--- config.mk ---
export PLATFORM = sky130hd
export DESIGN_NAME = lns_input_normalizer
export DESIGN_NICKNAME = d
export VERILOG_FILES = /design/src/rtl/lns_input_normalizer_pkg.sv /design/src/rtl/lns_input_normalizer_lod.sv /design/src/rtl/lns_input_normalizer.sv
export SDC_FILE = /design/constraint.sdc
export NUM_CORES = 1
export LEC_CHECK = 0
export BUFFER_PORTS_ARGS = -buffer_cell sky130_fd_sc_hd__buf_2
export CAP_MARGIN = 25
export CORE_MARGIN = 5
export CORE_UTILIZATION = 45
export CTS_BUF_LIST = sky130_fd_sc_hd__clkbuf_4 sky130_fd_sc_hd__clkbuf_8
export CTS_CLUSTER_SIZE = 25
export DETAILED_ROUTE_END_ITERATION = 8
export SLEW_MARGIN = 10
export SYNTH_ARGS = -nofsm -noshare
export SYNTH_HDL_FRONTEND = slang
export SYNTH_SLANG_ARGS = --single-unit
--- constraint.sdc ---
create_clock -name clk -period 6.29 [get_ports clk]
set_input_delay 0.629 -clock clk [delete_from_list [all_inputs] [get_ports clk]]
set_output_delay 0.629 -clock clk [all_outputs]
set_load 0.01 [all_outputs]
--- src/rtl/lns_input_normalizer_pkg.sv ---
// Shared widths and field layout for the LNS input normaliser. The mantissa
// width is the one the downstream logarithm stage consumes on data_in.
package lns_input_normalizer_pkg;

    localparam int N_BITS   = 16;
    localparam int X_BITS   = 10;
    localparam int EXP_BITS = $clog2(N_BITS);

    // Pre-log fields carried beside the mantissa (stage-2 register and sideband FIFOs).
    typedef struct packed {
        logic                sign;
        logic                zero;
        logic [EXP_BITS-1:0] exp;
        logic [X_BITS-1:0]   mant;
    } lns_fields_t;

    // Magnitude of a two's-complement value as an unsigned N_BITS number.
    // The most negative input maps to 2^(N_BITS-1), which still fits unsigned.
    function automatic logic [N_BITS-1:0] abs_mag(input logic [N_BITS-1:0] value);
        logic [N_BITS-1:0] result;
        if (value[N_BITS-1]) begin
            result = ~value + {{(N_BITS-1){1'b0}}, 1'b1};
        end else begin
            result = value;
        end
        return result;
    endfunction

endpackage

--- src/rtl/lns_input_normalizer_lod.sv ---
// Combinational priority encoder: index of the highest set bit plus an
// all-zero flag. Position reads 0 when the vector is all zeros.
module leading_one_detector #(
    parameter int N      = 16,
    parameter int P_BITS = (N > 1) ? $clog2(N) : 1
) (
    input  logic [N-1:0]      vec,
    output logic [P_BITS-1:0] pos,
    output logic              all_zero
);

    // Scan upward so the highest set bit is the last one to win.
    always_comb begin
        pos      = {P_BITS{1'b0}};
        all_zero = 1'b1;
        for (int i = 0; i < N; i++) begin
            pos      = vec[i] ? P_BITS'(i) : pos;
            all_zero = vec[i] ? 1'b0 : all_zero;
        end
    end

endmodule

--- src/rtl/lns_input_normalizer.sv ---
// Two-stage elastic front end for the LNS logarithm: stage 1 captures sign and
// magnitude, stage 2 registers the leading-one position and the left-aligned
// fraction below it. Ready propagates combinationally back through both stages
// so a full pipe still moves one sample per cycle when downstream drains.
module lns_input_normalizer
    import lns_input_normalizer_pkg::*;
(
    input  logic                clk,
    input  logic                rstn,
    input  logic                data_in_valid,
    output logic                data_in_enable,
    input  logic [N_BITS-1:0]   data_in,
    output logic                data_out_valid,
    input  logic                data_out_enable,
    output logic [X_BITS-1:0]   mant_out,
    output logic [EXP_BITS-1:0] exp_out,
    output logic                sign_out,
    output logic                zero_out
);

    logic                s1_valid_r;
    logic                s1_sign_r;
    logic [N_BITS-1:0]   s1_mag_r;
    logic                s2_valid_r;
    lns_fields_t         s2_fields_r;

    logic                s1_ready_s;
    logic                s2_ready_s;
    logic                s1_load_s;
    logic                s2_load_s;
    logic [EXP_BITS-1:0] lod_pos_s;
    logic                lod_zero_s;
    logic [X_BITS-1:0]   mant_s;
    lns_fields_t         s2_next_s;

    assign s2_ready_s     = ~s2_valid_r | data_out_enable;
    assign s1_ready_s     = ~s1_valid_r | s2_ready_s;
    assign s1_load_s      = data_in_valid & s1_ready_s;
    assign s2_load_s      = s1_valid_r & s2_ready_s;
    assign data_in_enable = s1_ready_s;

    leading_one_detector #(
        .N      (N_BITS),
        .P_BITS (EXP_BITS)
    ) u_lod (
        .vec      (s1_mag_r),
        .pos      (lod_pos_s),
        .all_zero (lod_zero_s)
    );

    // Copy the bits below the leading one into the mantissa MSB-first; bits
    // that run past bit 0 pad with zeros, bits beyond X_BITS are truncated.
    always_comb begin
        mant_s = {X_BITS{1'b0}};
        for (int j = 0; j < X_BITS; j++) begin
            int k;
            k = int'(lod_pos_s) - 32'sd1 - j;
            if (k >= 32'sd0) begin
                mant_s[X_BITS-1-j] = s1_mag_r[k[EXP_BITS-1:0]];
            end else begin
                mant_s[X_BITS-1-j] = 1'b0;
            end
        end
    end

    // Assemble the stage-2 fields; a zero magnitude forces exp and mant to 0.
    always_comb begin
        s2_next_s.sign = s1_sign_r;
        s2_next_s.zero = lod_zero_s;
        if (lod_zero_s) begin
            s2_next_s.exp  = {EXP_BITS{1'b0}};
            s2_next_s.mant = {X_BITS{1'b0}};
        end else begin
            s2_next_s.exp  = lod_pos_s;
            s2_next_s.mant = mant_s;
        end
    end

    // Stage 1: capture sign and magnitude; empty out when the sample moves on.
    always_ff @(posedge clk or negedge rstn) begin
        if (!rstn) begin
            s1_valid_r <= 1'b0;
            s1_sign_r  <= 1'b0;
            s1_mag_r   <= {N_BITS{1'b0}};
        end else if (s1_load_s) begin
            s1_valid_r <= 1'b1;
            s1_sign_r  <= data_in[N_BITS-1];
            s1_mag_r   <= abs_mag(data_in);
        end else if (s2_load_s) begin
            s1_valid_r <= 1'b0;
        end else begin
            s1_valid_r <= s1_valid_r;
        end
    end

    // Stage 2: register normalised fields; hold them until downstream accepts.
    always_ff @(posedge clk or negedge rstn) begin
        if (!rstn) begin
            s2_valid_r  <= 1'b0;
            s2_fields_r <= '{sign: 1'b0, zero: 1'b0, exp: {EXP_BITS{1'b0}}, mant: {X_BITS{1'b0}}};
        end else if (s2_load_s) begin
            s2_valid_r  <= 1'b1;
            s2_fields_r <= s2_next_s;
        end else if (data_out_enable) begin
            s2_valid_r  <= 1'b0;
        end else begin
            s2_valid_r  <= s2_valid_r;
        end
    end

    assign data_out_valid = s2_valid_r;
    assign mant_out       = s2_fields_r.mant;
    assign exp_out        = s2_fields_r.exp;
    assign sign_out       = s2_fields_r.sign;
    assign zero_out       = s2_fields_r.zero;

endmodule
# Word-level counts from Yosys, hierarchy flattened
# Index checks and enable logic that the tools add are counted.
# Widths: inputs -> output; s select.
# totals
input_bits	20
regBits	35
word_cells	115
# classes
n_mux	67
n_bitwise	7
reduce_logical	2
magnitude_cmp	20
add_sub_neg	11
# ops
cell	count
$ge 32x1->1 const B	8
$mux 4	14
$lt 4x5->1 const B	10
$mux 1	41
$bmux 1 s4	10
$sub 5x4->6 const B	4
$add 16x1->16 const B	1
$mux 16	1
$not 16->16	1
$mux 14	1
$sub 5x3->6 const B	2
$sub 5x5->6 const B	2
$ge 6x1->1 const B	1
$sub 5x2->6 const B	1
$ge 5x1->1 const B	1
$sub 4x1->5 const B	1
$reduce_bool 2->1	2
$and 1x1->1	2
$not 1->1	2
$or 1x1->1	2

# Depth between registers and ports, before layout
# Gate-level depths: netlist of the first run.
# logic_depth
ltp_word	21
depth_mapped	16
ltp_nobuf	13

# Hierarchy
# Synthesis of the first run repeated with hierarchy kept, for this count alone.
# unflattened
hier_cells	282
area_unflattened_um2	2756.4
# by_module_without_submodules
mod	area_each_um2	cells_each	seq_area_each_um2	instances
lns_input_normalizer	2593.7	253	875.8	1
leading_one_detector	162.7	29	0.0	1

# Worst setup path after synthesis of the first run
# OpenSTA, ideal clock, no wires.
# synth_path
kind	register to register
from	reg s1_mag_r[8]
to	reg s2_fields_r, in the netlist mant_out[3]
path_slack_ns	2.300
period_less_slack_ns	3.990
t_arrival_ns	3.903
required_ns	6.203
stages_incl_launch_ff	16
n_path_buf	4
setup_ns	0.087
cell_sequence	dfrtp_1 buf_6 nor3b_1 o31a_1 a211o_1 nand2_1 buf_1 inv_1 ha_1 clkbuf_1 clkinv_1 ha_1 buf_1 inv_1 mux4_2 o211ai_1
# synth_between
elab_chain_len	14
word_cells_on_any_way	23
cone_classes	add/sub (2); order compare (1); mux (20)
# synth_lines
item	line_no	source
from (decl)	lns_input_normalizer.sv:23	logic [N_BITS-1:0] s1_mag_r;
from (signal assigned)	lns_input_normalizer.sv:84	s1_mag_r <= {N_BITS{1'b0}};
from (signal assigned)	lns_input_normalizer.sv:88	s1_mag_r <= abs_mag(data_in);
branches (longest 13 deep; another with $ge 32x1->1)	-	
$mux 14 (*)	lns_input_normalizer.sv:70	if (lod_zero_s) begin
to (signal assigned)	lns_input_normalizer.sv:100	s2_fields_r <= '{sign: 1'b0, zero: 1'b0, exp: {EXP_BITS{1'b0}}, mant: {X_BITS{1'b0}}};
to (signal assigned)	lns_input_normalizer.sv:103	s2_fields_r <= s2_next_s;
to (decl)	lns_input_normalizer.sv:25	lns_fields_t s2_fields_r;
# Every way passes the cells marked *. The select of a mux whose other input is x is not followed.
# A chain may end at the register's enable or synchronous reset.

# Worst setup path in the final report of the first run
# layout_path
from	reg s1_mag_r[11]
to	reg s2_fields_r, in the netlist mant_out[3]
# layout_between
elab_chain_len	11
word_cells_on_any_way	17
cone_classes	add/sub (2); order compare (1); mux (14)
# layout_lines
item	line_no
branches (longest 10 deep; another with $ge 32x1->1)	-
$mux 14 (*)	lns_input_normalizer.sv:70
# Marks and branches as above.

==> results of run 1 <==
-- state kept, by name, indices dropped and copies added (netlist names) --
signal          count
data_out_valid      1
mant_out           10
zero_out            1
sign_out            1
s1_valid_r          1
exp_out             4
s1_sign_r           1
s1_mag_r           16
-- layout make-up --
class	count	area (sq um)	share of cell area [%]
Sequential cell	35	875.8	25.96
Clock inverter	3	20.02	0.5935
Multi-Input combinational cell	286	2033	60.27
Clock buffer	5	68.82	2.040
Inverter	16	62.56	1.855
Timing Repair Buffer	38	192.7	5.712
Tap cell	96	120.1	3.561
-- routing by layer --
metal / part of all wire (%) / GRT usage [%] / vias up / wire length [um]
li1: - / - / 1397 / -
met1: 45 / 24.19 / 1330 / 3555
met4: 1.5 / 4.934 / 0 / 116
met2: 47 / 30.79 / 106 / 3691
met5: 0 / 0 / - / 0
met3: 6.7 / 3.506 / 10 / 531
-- power groups by stage --
stage	Sequential, mW	Combinational (mW)	Clock, mW
finish	0.347	0.705	0.169
global route	0.356	0.780	0.186
CTS	0.345	0.704	0.174
detailed placement	0.350	0.696	0
global placement	0.349	0.694	0
floorplan	0.329	0.577	0
-- through the flow --
step / total power, mW / instance area (sq um) / hold WS (ns) / setup slack (ns)
after global placement: 1.043 / 3284 / 0.4597 / 1.992
final: 1.221 / 3373 / 0.4005 / 1.807
after global routing: 1.322 / 3373 / 0.4724 / 1.415
after floorplan: 0.9066 / 3206 / 0.3334 / 2.300
after CTS: 1.223 / 3373 / 0.4418 / 1.855
after detailed placement: 1.046 / 3284 / 0.4656 / 1.887
-- cell families (layout without fill, tap and decap cells) --
family                     count (synthesis)  in the layout  share of synthesized area (%)
xor gates and xnor gates                  17             17                          5.231
AOI/OAI and AO/OA                        116            116                          27.40
muxes                                     17             17                          7.026
and+or+nand+nor                          126            126                          19.87
buffers and inverters                     45             62                          9.251
DFF                                       35             35                          27.32
adders and majority gates                 10             10                          3.903
-- how the worst max path moves through the flow --
stage            startpoint           to  slack (ns)
6_report       s1_mag_r[11]  mant_out[3]        1.81
5_1_grt         s1_mag_r[5]  mant_out[3]        1.41
4_1_cts        s1_mag_r[11]  mant_out[3]        1.86
3_5_place_dp   s1_mag_r[11]  mant_out[8]        1.89
3_3_place_gp   s1_mag_r[11]  mant_out[3]        1.99
2_1_floorplan   s1_mag_r[8]  mant_out[3]        2.30
-- worst max-delay path, cell delays in order, from the launching register on --
cell,delay (ns)
dfrtp_1,0.58
nor3b_1,0.13
o31a_1,0.36
a211o_1,0.45
nand2_1,0.41
inv_1,0.21
ha_1,0.58
clkinv_1,0.35
ha_1,0.48
inv_1,0.15
mux4_2,0.51
o211ai_1,0.17
-- cell usage in the layout, fill, tap and decap left out, types with 5 or more instances in the layout --
cell type / count
nand2_1: 47
buf_2: 37
dfrtp_1: 35
o21ai_0: 32
nor2_1: 19
xor2_1: 13
inv_1: 12
a211oi_1: 11
ha_1: 10
nor2b_1: 9
mux2i_1: 9
nand3_1: 9
a21oi_1: 7
nor4_1: 6
o211ai_1: 6
o31ai_1: 6
a221oi_1: 5
nor3_1: 5
clkbuf_8: 5
==> impl_metrics.ini, run 1 <==
[status]
run_status = finished, final reports clean

[final_layout]
fraction_of_layout_cells_with_a_size_suffix_above_1_pct = 18.54
final_core_utilization_pct = 49.11
design.final.nets = 412
antenna_diode_count = 0
areaGrowthSynthToFinish_pct = 5.230
final-instance-count-excl-fill = 479
filler_cell_count = 705

[global_route]
grt_overflow_total = 0
first_pass_grt_wire_length_um = 12970
grtUsageTotal_pct = 18.36
pin_count_of_the_biggest_net_entering_global_routing = 36
antenna_violations_before_repair = 0
vias_in_the_first_global_route = 2599

[timing]
worst_max_slew_margin_expressed_relative_to_the_limit_pct = 40.97
unrepaired_setup_endpoints_after_global_routing = no
fin_worst_skew_ns = 0.005584
finalCritPeriodShare_pct = 71.26
tightestPinTransition_ns = 0.8855
report.final.setup_viol = 0
final-hold-violation-count = 0
slew_violations = 0
post-route-min-period_ns = 4.483
tns_ns = 0
achievable-frequency_mhz = 223.1

[clock_tree]
clockRootBuffer = clkbuf_8
clock_latency_ns = 0.30
cts_hold_repair.buffers = 0
buffers_inserted_by_post_cts_timing_repair = 0
htree_levels = 2
number_of_buffers_inserted_during_clock_tree_synthesis = 5
cts.sinks = 35
cts-root-to-sink-buffers = 2
cts_tree = done
cts_repair_resize_count = 0
path_clk_slew_ns = 0.08

[pwr]
clock_power_share_pct = 13.9
leakage_nw = 1.417
power_report.internal_total_mw = 0.6643
power.sequential.fraction_pct = 28.4
switching_share_pct = 45.58
power-per-cell-area_nw_per_um2 = 361.9
ir_drop_uv = 108.3
comb_power_share_pct = 57.7
netSwitchingPower_mw = 0.5565

[drt]
drt-initial-drc-count = 257
first_pass_iters = 5
via_count = 2843
total_wirelength_of_the_detailed_routed_design_um = 7894
detail_route.vias_per_cell = 5.935
final_antenna_net_count = 0
route.detailed.drc = 0
post_drt_wl_per_cell_um = 16.48

[min_path]
worstHoldPathType = in2async

[placement]
globalplace.congestion = 0.9701
placement.io_buffers = 37
detailedPlacementHpwl_um = 5812
placed_cells_incl_taps = 471

[synth]
number_of_enable_type_register_cells_in_the_synthesized_netlist = 0
post_syn_nets = 396
post_synthesis_mean_instance_area_sq_um = 8.758
post-synth-top-count-cell = nand2_1
yosysUniqueCellTypes = 73
yosys_warnings = 0
synth_ff_type = dfrtp_1
yosys_register_bits = 35
synth.largest_area_cell = dfrtp_1
ffs_w_async_s_r_synth_pct = 100.0
synth-seq-area-share_pct = 27.32
synth_largest_type_area_fraction_pct = 27.32
syn-instance-count = 366
synth.top_cells.by_count = nand2_1, dfrtp_1, o21ai_0, nor2_1, xor2_1
synthTopCellsByArea = dfrtp_1, nand2_1, o21ai_0
synthesis.area_sq_um = 3206

[die]
floorplan_die_width_um = 94.40
start_util_pct = 46.67
ios = 38
design.die.area_sq_um = 8911
placeableCoreArea_sq_um = 6869
num_rows = 30
die_y_um = 94.40

[setup_path]
path_max_fanout = 13
worst_r2r_setup_slack_ns = 1.81
r2r_start = s1_mag_r[11]
critical_path.startpoint_type = flip-flop
critical_path.endpoint_type = flip-flop
critPathArrivalTime_ns = 4.70
path_class = reg2reg
timing.rr.end = mant_out[3]
worst_path_required_time_ns = 6.50
worst-r2r-cell-count = 11

[job]
max_cap_viol_count = 0
Power figures use the tool's default switching activity.
==> run 2: changes to the inputs <==
clock period = 4.2 ns   (was 6.29 ns; I/O delays follow)
==> run 2 against run 1 <==
- total power increased by 52%
- global-route usage grew 1.2 points
- worst setup slack got worse by 1.5 ns
- combinational power grew 56%
- maximum frequency up 16%
- cell count up 1.9%
- sequential cell count did not move
- critical path depth up 1
- clock-buffer cell count did not move
- sequential power increased by 45%
- die area unchanged
- via count grew 0.60%
- largest power group unchanged
==> impl_metrics.ini, run 2 (same netlist as run 1, synthesis figures left out) <==
[setup_path]
critPathArrivalTime_ns = 4.05
critical_path.startpoint_type = flip-flop
r2r_start = s1_mag_r[11]
timing.rr.end = mant_out[8]
path_max_fanout = 12
path_class = reg2reg
critical_path_cell_sequence = nor3b_1 > o31a_1 > a211o_1 > nand2_1 > inv_1 > ha_1 > xnor2_4 > inv_2 > ha_1 > nand2_1 > mux4_2 > a221o_1
slowest_delay_ns = 0.57
worst_path_required_time_ns = 4.38
crit_path_max_delay_family = compound AO/OA/AOI/OAI gates
worst_r2r_setup_slack_ns = 0.34
crit_path_buf_inv_count = 2
critical_path.endpoint_type = flip-flop
critical_path.slowest_cell = dfrtp_1
worst-r2r-cell-count = 12

[die]
start_util_pct = 46.67
floorplan_die_width_um = 94.40
ios = 38
placeableCoreArea_sq_um = 6869
design.die.area_sq_um = 8911
die_y_um = 94.40
num_rows = 30

[final_layout]
most-common-layout-cells = nand2_1, buf_2, dfrtp_1
largest_reg_flops = 16
areaGrowthSynthToFinish_pct = 7.533
multi_input_area_sq_um = 2039
fraction_of_layout_cells_with_a_size_suffix_above_1_pct = 20.66
layout.cells.most_common = nand2_1
register_area_sq_um = 875.8
design.final.nets = 421
largest_register = s1_mag_r
antenna_diode_count = 0
filler_cell_count = 676
final_design_area_no_fill_sq_um = 3447

[global_route]
antenna_violations_before_repair = 0
vias_in_the_first_global_route = 2707
first_pass_grt_wire_length_um = 13700
pin_count_of_the_biggest_net_entering_global_routing = 36
grtUsageTotal_pct = 19.55
grt_overflow_total = 0

[timing]
finalCritPeriodShare_pct = 91.98
achievable-frequency_mhz = 258.9
report.final.setup_viol = 0
tns_ns = 0
post-route-min-period_ns = 3.863
fin_worst_skew_ns = 0.004454
final-hold-violation-count = 0
unrepaired_setup_endpoints_after_global_routing = no
slew_violations = 0
tightestPinTransition_ns = 0.9110
worst_max_slew_margin_expressed_relative_to_the_limit_pct = 39.12

[drt]
via_count = 2860
route.detailed.drc = 0
detail_route.vias_per_cell = 5.861
drt-initial-drc-count = 244
post_drt_wl_per_cell_um = 16.95
first_pass_iters = 4
total_wirelength_of_the_detailed_routed_design_um = 8272
final_antenna_net_count = 0

[clock_tree]
cts.sinks = 35
number_of_buffers_inserted_during_clock_tree_synthesis = 5
path_clk_slew_ns = 0.08
cts_tree = done
htree_levels = 2
cts-root-to-sink-buffers = 2
buffers_inserted_by_post_cts_timing_repair = 0
clockRootBuffer = clkbuf_8
clock_latency_ns = 0.29

[pwr]
power-per-cell-area_nw_per_um2 = 538.3
ir_drop_uv = 160.5
leakage_nw = 1.463
fin_total_pwr_mw = 1.856

[job]
max_cap_viol_count = 0

[placement]
dpl_cell_area_sq_um = 3352
globalplace.congestion = 0.9476
detailedPlacementHpwl_um = 6220
placement.io_buffers = 37

[status]
run_status = finished, final reports clean

[min_path]
worstHoldPathType = in2async
[run 2: changes by cell type in the layout (fill, tap and decap cells not counted), sizes merged]
cell | previous run | this run
buf | 38 | 47
[run 2: worst max path at each step]
stage                       from           to  cells past startpoint
floorplan            s1_mag_r[8]  mant_out[3]                     15
global placement     s1_mag_r[2]  mant_out[8]                     12
detailed placement  s1_mag_r[11]  mant_out[8]                     11
CTS                 s1_mag_r[11]  mant_out[8]                     11
global route        s1_mag_r[11]  mant_out[4]                     12
finish              s1_mag_r[11]  mant_out[8]                     12
[run 2: layout make-up]
| cell class | instances | share of cell area, % |
|---|---|---|
| well taps | 96 | 3.485 |
| flip-flops and latches | 35 | 25.41 |
| multi-input cells | 286 | 59.17 |
| clock inverters | 3 | 0.5808 |
| repair buffers | 47 | 7.550 |
| clock buffers | 5 | 1.996 |
| inverters | 16 | 1.815 |
[run 2: power breakdown]
part	switching (mW)	internal (mW)
Combinational	0.615	0.481
Clock	0.140	0.116
Sequential	0.0856	0.418
Total	0.841	1.02
[run 2: what timing repair did]
action / in CTS / in global routing
endpoints found under the setup margin: 0 / 2
gates resized for setup: 0 / 1
endpoints found under the hold margin: 0 / 0
hold buffers: 0 / 0
[run 2: metal layers]
metal	share of wire [%]	GRT usage, %	vias to the layer above	routed length [um]
li1	-	-	1421	-
met1	46	26.45	1342	3791
met2	47	32.33	84	3883
met3	5.6	3.108	13	464
met4	1.6	5.415	0	133
met5	0	0	-	0
[run 2: metrics by stage]
| step | hold slack (ns) | setup WS (ns) | util (%) | std cells |
|---|---|---|---|---|
| CTS | 0.2412 | 0.3337 | 50.09 | 488 |
| global placement | 0.4601 | 0.4763 | 48.80 | 480 |
| floorplan | 0.1244 | 0.2103 | - | 366 |
| finish | 0.2070 | 0.3369 | 50.18 | 488 |
| global route | 0.2834 | 0.008348 | 50.18 | 488 |
| detailed placement | 0.4653 | 0.3814 | 48.80 | 480 |
